[src/rtl/ahb_uart_debug_manager.sv]
// rtl/ahb_uart_debug_manager.sv - UART byte-frame to AHB-Lite single-word manager
// Host frames: W a3..a0 d3..d0 / R a3..a0; replies ACK(+data) or NAK.
module ahb_uart_debug_manager #(
   parameter logic [31:0] TIMEOUT_CYCLES = 32'd1_000_000,
   parameter logic [7:0]  CMD_WRITE      = 8'h57,
   parameter logic [7:0]  CMD_READ       = 8'h52
) (
   input  logic        clk,
   input  logic        rst,
   input  logic [7:0]  rx_data,
   input  logic        rx_done,
   output logic [7:0]  tx_data,
   output logic        tx_start,
   input  logic        tx_busy,
   output logic [31:0] haddr,
   output logic [1:0]  htrans,
   output logic        hwrite,
   output logic [2:0]  hsize,
   output logic [31:0] hwdata,
   input  logic [31:0] hrdata,
   input  logic        hready,
   input  logic        hresp,
   output logic        busy,
   output logic        drop
);

   typedef enum logic [2:0] {
      S_IDLE, S_ADDR, S_WDATA, S_BUS_A, S_BUS_D, S_RESP, S_TX_REQ, S_TX_WAIT
   } state_t;

   localparam logic [7:0] ACK = 8'h06;
   localparam logic [7:0] NAK = 8'h15;

   state_t      state_q, state_d;
   logic        is_wr_q, is_wr_d;
   logic [3:0]  cnt_q, cnt_d;
   logic [31:0] addr_q, addr_d;
   logic [31:0] wdata_q, wdata_d;
   logic [31:0] rdata_q, rdata_d;
   logic        nak_q, nak_d;
   logic        err_q, err_d;
   logic [31:0] timer_q, timer_d;
   logic [39:0] tx_sh_q, tx_sh_d;
   logic [2:0]  tx_left_q, tx_left_d;
   logic        drop_q, drop_d;

   always_ff @(posedge clk) begin
      if (rst) begin
         state_q   <= S_IDLE;
         is_wr_q   <= 1'b0;
         cnt_q     <= '0;
         addr_q    <= '0;
         wdata_q   <= '0;
         rdata_q   <= '0;
         nak_q     <= 1'b0;
         err_q     <= 1'b0;
         timer_q   <= '0;
         tx_sh_q   <= '0;
         tx_left_q <= '0;
         drop_q    <= 1'b0;
      end else begin
         state_q   <= state_d;
         is_wr_q   <= is_wr_d;
         cnt_q     <= cnt_d;
         addr_q    <= addr_d;
         wdata_q   <= wdata_d;
         rdata_q   <= rdata_d;
         nak_q     <= nak_d;
         err_q     <= err_d;
         timer_q   <= timer_d;
         tx_sh_q   <= tx_sh_d;
         tx_left_q <= tx_left_d;
         drop_q    <= drop_d;
      end
   end

   always_comb begin
      state_d   = state_q;
      is_wr_d   = is_wr_q;
      cnt_d     = cnt_q;
      addr_d    = addr_q;
      wdata_d   = wdata_q;
      rdata_d   = rdata_q;
      nak_d     = nak_q;
      err_d     = err_q;
      timer_d   = timer_q;
      tx_sh_d   = tx_sh_q;
      tx_left_d = tx_left_q;
      drop_d    = 1'b0;

      case (state_q)
         S_IDLE: begin
            if (rx_done) begin
               cnt_d   = '0;
               timer_d = '0;
               if (rx_data == CMD_WRITE || rx_data == CMD_READ) begin
                  is_wr_d = (rx_data == CMD_WRITE);
                  nak_d   = 1'b0;
                  state_d = S_ADDR;
               end else begin
                  nak_d   = 1'b1;
                  state_d = S_RESP;
               end
            end
         end
         S_ADDR, S_WDATA: begin
            if (rx_done) begin
               timer_d = '0;
               cnt_d   = cnt_q + 4'd1;
               if (state_q == S_ADDR) addr_d  = {addr_q[23:0], rx_data};
               else                   wdata_d = {wdata_q[23:0], rx_data};
               if (cnt_q == 4'd3) begin
                  cnt_d = '0;
                  if (state_q == S_ADDR && is_wr_q) begin
                     state_d = S_WDATA;
                  end else if (addr_d[1:0] != 2'b00) begin
                     // Misaligned word: refuse without touching the bus.
                     nak_d   = 1'b1;
                     state_d = S_RESP;
                  end else begin
                     state_d = S_BUS_A;
                  end
               end
            end else if (timer_q >= TIMEOUT_CYCLES - 32'd1) begin
               timer_d = '0;
               drop_d  = 1'b1;
               state_d = S_IDLE;
            end else begin
               timer_d = timer_q + 32'd1;
            end
         end
         S_BUS_A: begin
            if (hready) begin
               err_d   = 1'b0;
               state_d = S_BUS_D;
            end
         end
         S_BUS_D: begin
            if (hresp) err_d = 1'b1;
            if (hready) begin
               rdata_d = hrdata;
               nak_d   = err_q | hresp;
               state_d = S_RESP;
            end
         end
         S_RESP: begin
            if (nak_q) begin
               tx_sh_d   = {NAK, 32'h0};
               tx_left_d = 3'd1;
            end else if (is_wr_q) begin
               tx_sh_d   = {ACK, 32'h0};
               tx_left_d = 3'd1;
            end else begin
               tx_sh_d   = {ACK, rdata_q};
               tx_left_d = 3'd5;
            end
            state_d = S_TX_REQ;
         end
         S_TX_REQ: begin
            if (tx_busy) state_d = S_TX_WAIT;
         end
         S_TX_WAIT: begin
            if (!tx_busy) begin
               if (tx_left_q <= 3'd1) begin
                  tx_left_d = '0;
                  state_d   = S_IDLE;
               end else begin
                  tx_left_d = tx_left_q - 3'd1;
                  tx_sh_d   = {tx_sh_q[31:0], 8'h00};
                  state_d   = S_TX_REQ;
               end
            end
         end
         default: state_d = S_IDLE;
      endcase

      if (rx_done && state_q != S_IDLE && state_q != S_ADDR && state_q != S_WDATA)
         drop_d = 1'b1;
   end

   assign htrans   = (state_q == S_BUS_A) ? 2'b10 : 2'b00;
   assign hwrite   = (state_q == S_BUS_A) && is_wr_q;
   assign hsize    = 3'b010;
   assign haddr    = addr_q;
   assign hwdata   = wdata_q;
   assign tx_start = (state_q == S_TX_REQ);
   assign tx_data  = tx_sh_q[39:32];
   assign busy     = (state_q != S_IDLE);
   assign drop     = drop_q;

endmodule
[config.mk]
export PLATFORM = sky130hd
export DESIGN_NAME = ahb_uart_debug_manager
export DESIGN_NICKNAME = d
export VERILOG_FILES = /design/src/rtl/ahb_uart_debug_manager.sv
export SDC_FILE = /design/constraint.sdc
export NUM_CORES = 1
export LEC_CHECK = 0
export CAP_MARGIN = 5
export CELL_PAD_IN_SITES_DETAIL_PLACEMENT = 1
export CELL_PAD_IN_SITES_GLOBAL_PLACEMENT = 2
export CORE_ASPECT_RATIO = 0.7
export CORE_MARGIN = 1
export CORE_UTILIZATION = 33
export CTS_CLUSTER_SIZE = 12
export DETAILED_ROUTE_END_ITERATION = 8
export GPL_TIMING_DRIVEN = 0
export PLACE_DENSITY_LB_ADDON = 0.1
export SLEW_MARGIN = 15
export SYNTH_ARGS = -nofsm -noshare
export SYNTH_HDL_FRONTEND = slang
export SYNTH_SLANG_ARGS = --single-unit
[constraint.sdc]
create_clock -name clk -period 5.95 [get_ports clk]
set_input_delay 0.595 -clock clk [delete_from_list [all_inputs] [get_ports clk]]
set_output_delay 0.595 -clock clk [all_outputs]
set_load 0.01 [all_outputs]
; ---- Word-level counts from Yosys, hierarchy flattened
; Index checks and enable logic that the tools add are counted.
[word_totals]
reg_bits = 182
latchBits = 0
mem_bits_rw = 0
rom_bits = 0
input_bits = 46
out_inout_bits = 81
mem_count = 0
[classes]
add_sub_neg = 3
multipliers = 0
n_div = 0
magnitude_cmp = 2
eq_ne = 26
shifts = 0
n_mux = 50
bitwise = 2
reduce_logical = 26
[op_table]
columns = operator, n
row1 = 2-to-1 mux 32 bit, 7
row2 = 2-to-1 mux 40 bit, 2
row3 = one-hot mux 40 bit (2 select lines), 1
row4 = one-hot mux 32 bit (2 select lines), 1
row5 = 2-to-1 mux 3 bit, 16
row6 = 2-to-1 mux 37 bit, 1
row7 = "adder 32 x 1 -> 32 bit, second input constant", 1
row8 = "greater-or-equal comparator 32 x 20 -> 1 bit, second input constant", 1
row9 = one-hot mux 3 bit (7 select lines), 1
row10 = "!= test 2 bit, second input constant", 10
row11 = AND reduction 3 bit, 6
row12 = "== test 8 x 7 -> 1 bit, second input constant", 2
row13 = AND reduction 7 bit, 2
row14 = 2-to-1 mux 1 bit, 13
row15 = "== test 3 bit, second input constant", 4
row16 = 2-to-1 mux 4 bit, 3
row17 = "!= test 3 bit, second input constant", 3
row18 = one-hot mux 4 bit (2 select lines), 1
row19 = AND reduction 2 bit, 4
row20 = nonzero test 2 bit, 4
row21 = "== test 3 x 2 -> 1 bit, second input constant", 2
row22 = one-hot mux 3 bit (2 select lines), 1
row23 = nonzero test 3 bit, 2
row24 = logical AND 1 bit, 5
row25 = other kinds (16), 16

; ---- Logic depth before layout (Yosys ltp)
[logic_depth]
ltp_word = 10
mapped_depth = 8
mapped_depth_nobuf = 7

; ---- Worst setup path before layout
; Ideal clock, no wire load.
[synth_timing]
path_kind = in2reg
startpoint = in rx_done
endpoint = reg timer_q[26]
setup_time_ps = 79
arrival_ps = 1866
required_ps = 5871
path_slack_ps = 4004
path_stages = 5
n_path_buf = 0
cell_sequence = or3_1 -> nand4_1 -> or4_1 -> or3_1 -> a211oi_2
[synth_between]
elab_chain_cells = 2
elab_cells_between_ends = 4
cone_classes = 1 x eq/ne / 2 x mux / 1 x reduce/logical
[synth_lines]
columns = item, line_no
row1 = start: declaration, 11  ; input logic rx_done,
row2 = 2-to-1 mux 32 bit or != test 2 bit (tied branches), n/a
row3 = one-hot mux 32 bit (2 select lines) or AND reduction 2 bit (tied branches), n/a
row4 = end signal: assignment, 70  ; timer_q <= timer_d;
row5 = end: declaration, 42  ; logic [31:0] timer_q, timer_d;
; Parallel ways exist; a longest one is shown, timed or not.
; A chain may end at the register's enable or synchronous reset.

; ---- Final worst setup path
[layout_timing]
startpoint = reg state_q[1]
endpoint = out hwrite
[layout_between]
elab_chain_cells = 2
[layout_lines]
columns = item, line_no
row1 = start: declaration, 34  ; state_t state_q, state_d;
row2 = start signal: assignment, 62  ; state_q <= state_d;
row3 = == test 3 x 2 -> 1 bit, 182  ; assign hwrite = (state_q == S_BUS_A) && is_wr_q;
row4 = logical AND 1 bit, 182
row5 = end: declaration, 17  ; output logic hwrite,
; No other way between the ends.

==> flow_summary.yaml <==
clock_tree:
  clockBufferDepth: 2
  path_clk_slew_ps: 70
  worstSkewPairLatency_ps: 440
  cts_tree: "built"
  ctsHoldBuffers: 0
  numCtsBuffers: 17
  cts_setup_buffers: 0
  htreeDepth: 4
  root_buffer: "clkbuf_16"
  cts_sinks: 182
  post_cts_resized: 0
route:
  wl_mm: 22.9
  drc_errors: 0
  drt_first_pass_iters: 5
  wl_met1_mm: 12.1
  route.antenna.remaining_nets: 0
  drt_iter0_drc: 287
  wl_per_cell_um: 16.5
  route.met2.wl_mm: 9.68
  vias: 6915
  viasPerCell: 4.97
  dr_wl_met3_um: 879
  topRoutingLayerUsed: "met4"
power:
  p_comb_share_pct: 25.0
  ir_drop_mv: 0.242
  switching_share_pct: 33.9
  seqPwrFrac_pct: 40.9
  p_clk_share_pct: 34.1
  p_int_uw: 2280
  p_per_area_nw_per_um2: 354
  p_sw_uw: 1170
  p_leak_uw: 0.00321
setup_path:
  critPathMaxFanout: 10
  critPathRequiredTime_ps: 5360
  end_kind: "primary output"
  worstSetupStartpointType: "register"
  critPathArrivalTime_ps: 2740
  worst-setup-path-type: "reg2out"
synth:
  synth_top_area_share_pct: 48.3
  synth_top_family_by_area: "simple AND/OR/NAND/NOR gates"
  yosys-top-cells-area: "dfxtp_1 48%, nand2_1 11%, a21oi_1 7.6%, nor3_1 4.8%, nor2_1 3.2%"
  synth_xor_area_share_pct: 2.67
  synth-simple-area-share_pct: 26.2
  synth_top_flop_cell: "dfxtp_1"
  synth_cells: 930
  synth-async-reset-ratio_pct: 0
  synth_compound_area_share_pct: 15.3
  yosysMostFrequentCell: "nand2_1"
  synth_area_um2: 7540
  avgSynthCellArea_um2: 8.10
  synth-seq-area-share_pct: 48.3
  ys_warn_count: 0
  synth_mux_area_share_pct: 1.61
  synthAdderAreaFrac_pct: 0.664
  synth.distinct_cells: 56
  yosys.area.top_type: "dfxtp_1"
  ys_ff_latch: 182
  synthTopCellsByCount: "214 x nand2_1, 182 x dfxtp_1, 114 x a21oi_1"
  synth_edf_count: 0
place:
  dp_hpwl_mm: 16.8
  numPortBuffers: 122
  gp_congestion: 0.804
  placed_area_um2: 9150
  pre_cts_slack_ps: 2910
timing:
  skew_ps: 12.7
  fin_crit_ps: 3330
  setup_violations: 0
  drv_slew: 0
  hold_viol_final: 0
  slew_headroom_pct: 47.6
  max_freq_mhz: 300
  worst_slew_pin_slew_ps: 776
  period_share_pct: 56.0
  setup_slack_ps: 2620
  rsz0062_at_grt: "no"
  holdWs_ps: 455
  finalSetupTns_ps: 0
cells_and_area:
  design_area_um2: 9760
  num_antenna_cells: 0
  fillers: 2611
  fin_nets: 1123
  drive_above_1_share_pct: 5.89
  area.growth.synth_to_final_pct: 29.5
floorplanning:
  rows: 45
  die_x_um: 183
  io_pins: 127
  core_area_um2: 22000
  fp.dieArea_um2: 23500
  fp.dieH_um: 128
  start_util_pct: 34.2
global_route:
  grt_overflow: 0
  grt_pass1_vias: 6738
  grt_max_degree: 19
  antenna_found_initial: 0
  grt_pass1_wl_mm: 36.9
  grt_usage_pct: 20.1
outcome:
  status: "complete, no violations"
worst_hold_path:
  hold_class: "reg2reg"
flow_run:
  maxCapViolCount: 0
placed cells by master, fill, tap and decap left out, types with 4 or more instances in the layout:
master / instances
nand2_1: 214
dfxtp_1: 182
clkdlybuf4s50_1: 122
a21oi_1: 114
nor3_1: 73
nor2_1: 65
clkbuf_1: 57
a221oi_1: 24
xnor2_1: 22
clkbuf_16: 17
nand3_1: 15
buf_4: 12
mux2i_1: 11
nor4_1: 11
inv_1: 10
and2_1: 10
o21ai_0: 8
buf_2: 7
a22oi_1: 6
and3_1: 5
nand2b_1: 5
a211oi_1: 5
or3_1: 5
a31oi_1: 5
nor3b_1: 4
and4_1: 4
or4_1: 4
nand4_1: 4
ha_1: 4
conb_1: 4
inv_6: 4
clkinv_4: 4
cell type report:
cell class,instances,area (µm²),share of cell area [%]
flip-flops and latches,182,3640,37.3
repair buffers,122,1220,12.5
plain buffers,78,347,3.55
clock buffers,17,425,4.36
clock inverters,15,190,1.95
multi-input cells,662,3520,36.0
well taps,305,382,3.91
inverters,10,37.5,0.385
routing by layer:
layer	track usage, %	vias to the layer above
met3	4.36	19
met5	0	-
met4	5.73	0
met2	30.3	127
met1	28.7	3275
li1	-	3494
through the flow:
| step | instances | utilization [%] | power, µW |
|---|---|---|---|
| after global placement | 1359 | 41.5 | 2290 |
| after floorplan | 932 | - | 1990 |
| after CTS | 1391 | 44.3 | 3490 |
| after detailed placement | 1359 | 41.5 | 2300 |
| after global routing | 1391 | 44.3 | 3650 |
| final | 1391 | 44.3 | 3450 |
sequential cells by signal, summed over array words and instances, names as in the netlist:
name       cells
rdata_q       32
haddr         32
state_q        3
nak_q          1
cnt_q          4
hwdata        32
tx_left_q      3
tx_sh_q       40
is_wr_q        1
timer_q       32
err_q          1
drop           1
final timing paths:
path              startpoint          end  slack [ps]  depth (start not counted)
setup / recovery  state_q[1]       hwrite        2620                          5
hold reg to reg   rdata_q[6]   rdata_q[6]         450                          2
setup reg to reg  state_q[1]  tx_sh_q[14]        3410                          7
hold / removal    rdata_q[6]   rdata_q[6]         450                          2
power by group through the flow:
| stage | combinational (µW) | sequential (µW) | clock, µW |
|---|---|---|---|
| finish | 863 | 1410 | 1180 |
| global route | 963 | 1430 | 1260 |
| CTS | 867 | 1410 | 1210 |
| detailed placement | 860 | 1440 | 0 |
| global placement | 854 | 1440 | 0 |
| floorplan | 569 | 1420 | 0 |
cells by family after synthesis:
kind of cell,after synthesis
multiplexers,12
buffers and inverters,88
adder cells (fa/ha/maj),4
flip-flops,182
XOR/XNOR,23
AND/OR/NAND/NOR,434
AO/OA/AOI/OAI,185
other,2
worst max-delay path, stage by stage (launching register included):
cell and delay [ps]:
dfxtp_1 360, buf_2 240, buf_1 410, nand2_1 260
nor3_1 400, clkdlybuf4s50_1 630
Note: power is estimated with default switching activity, not from simulation.
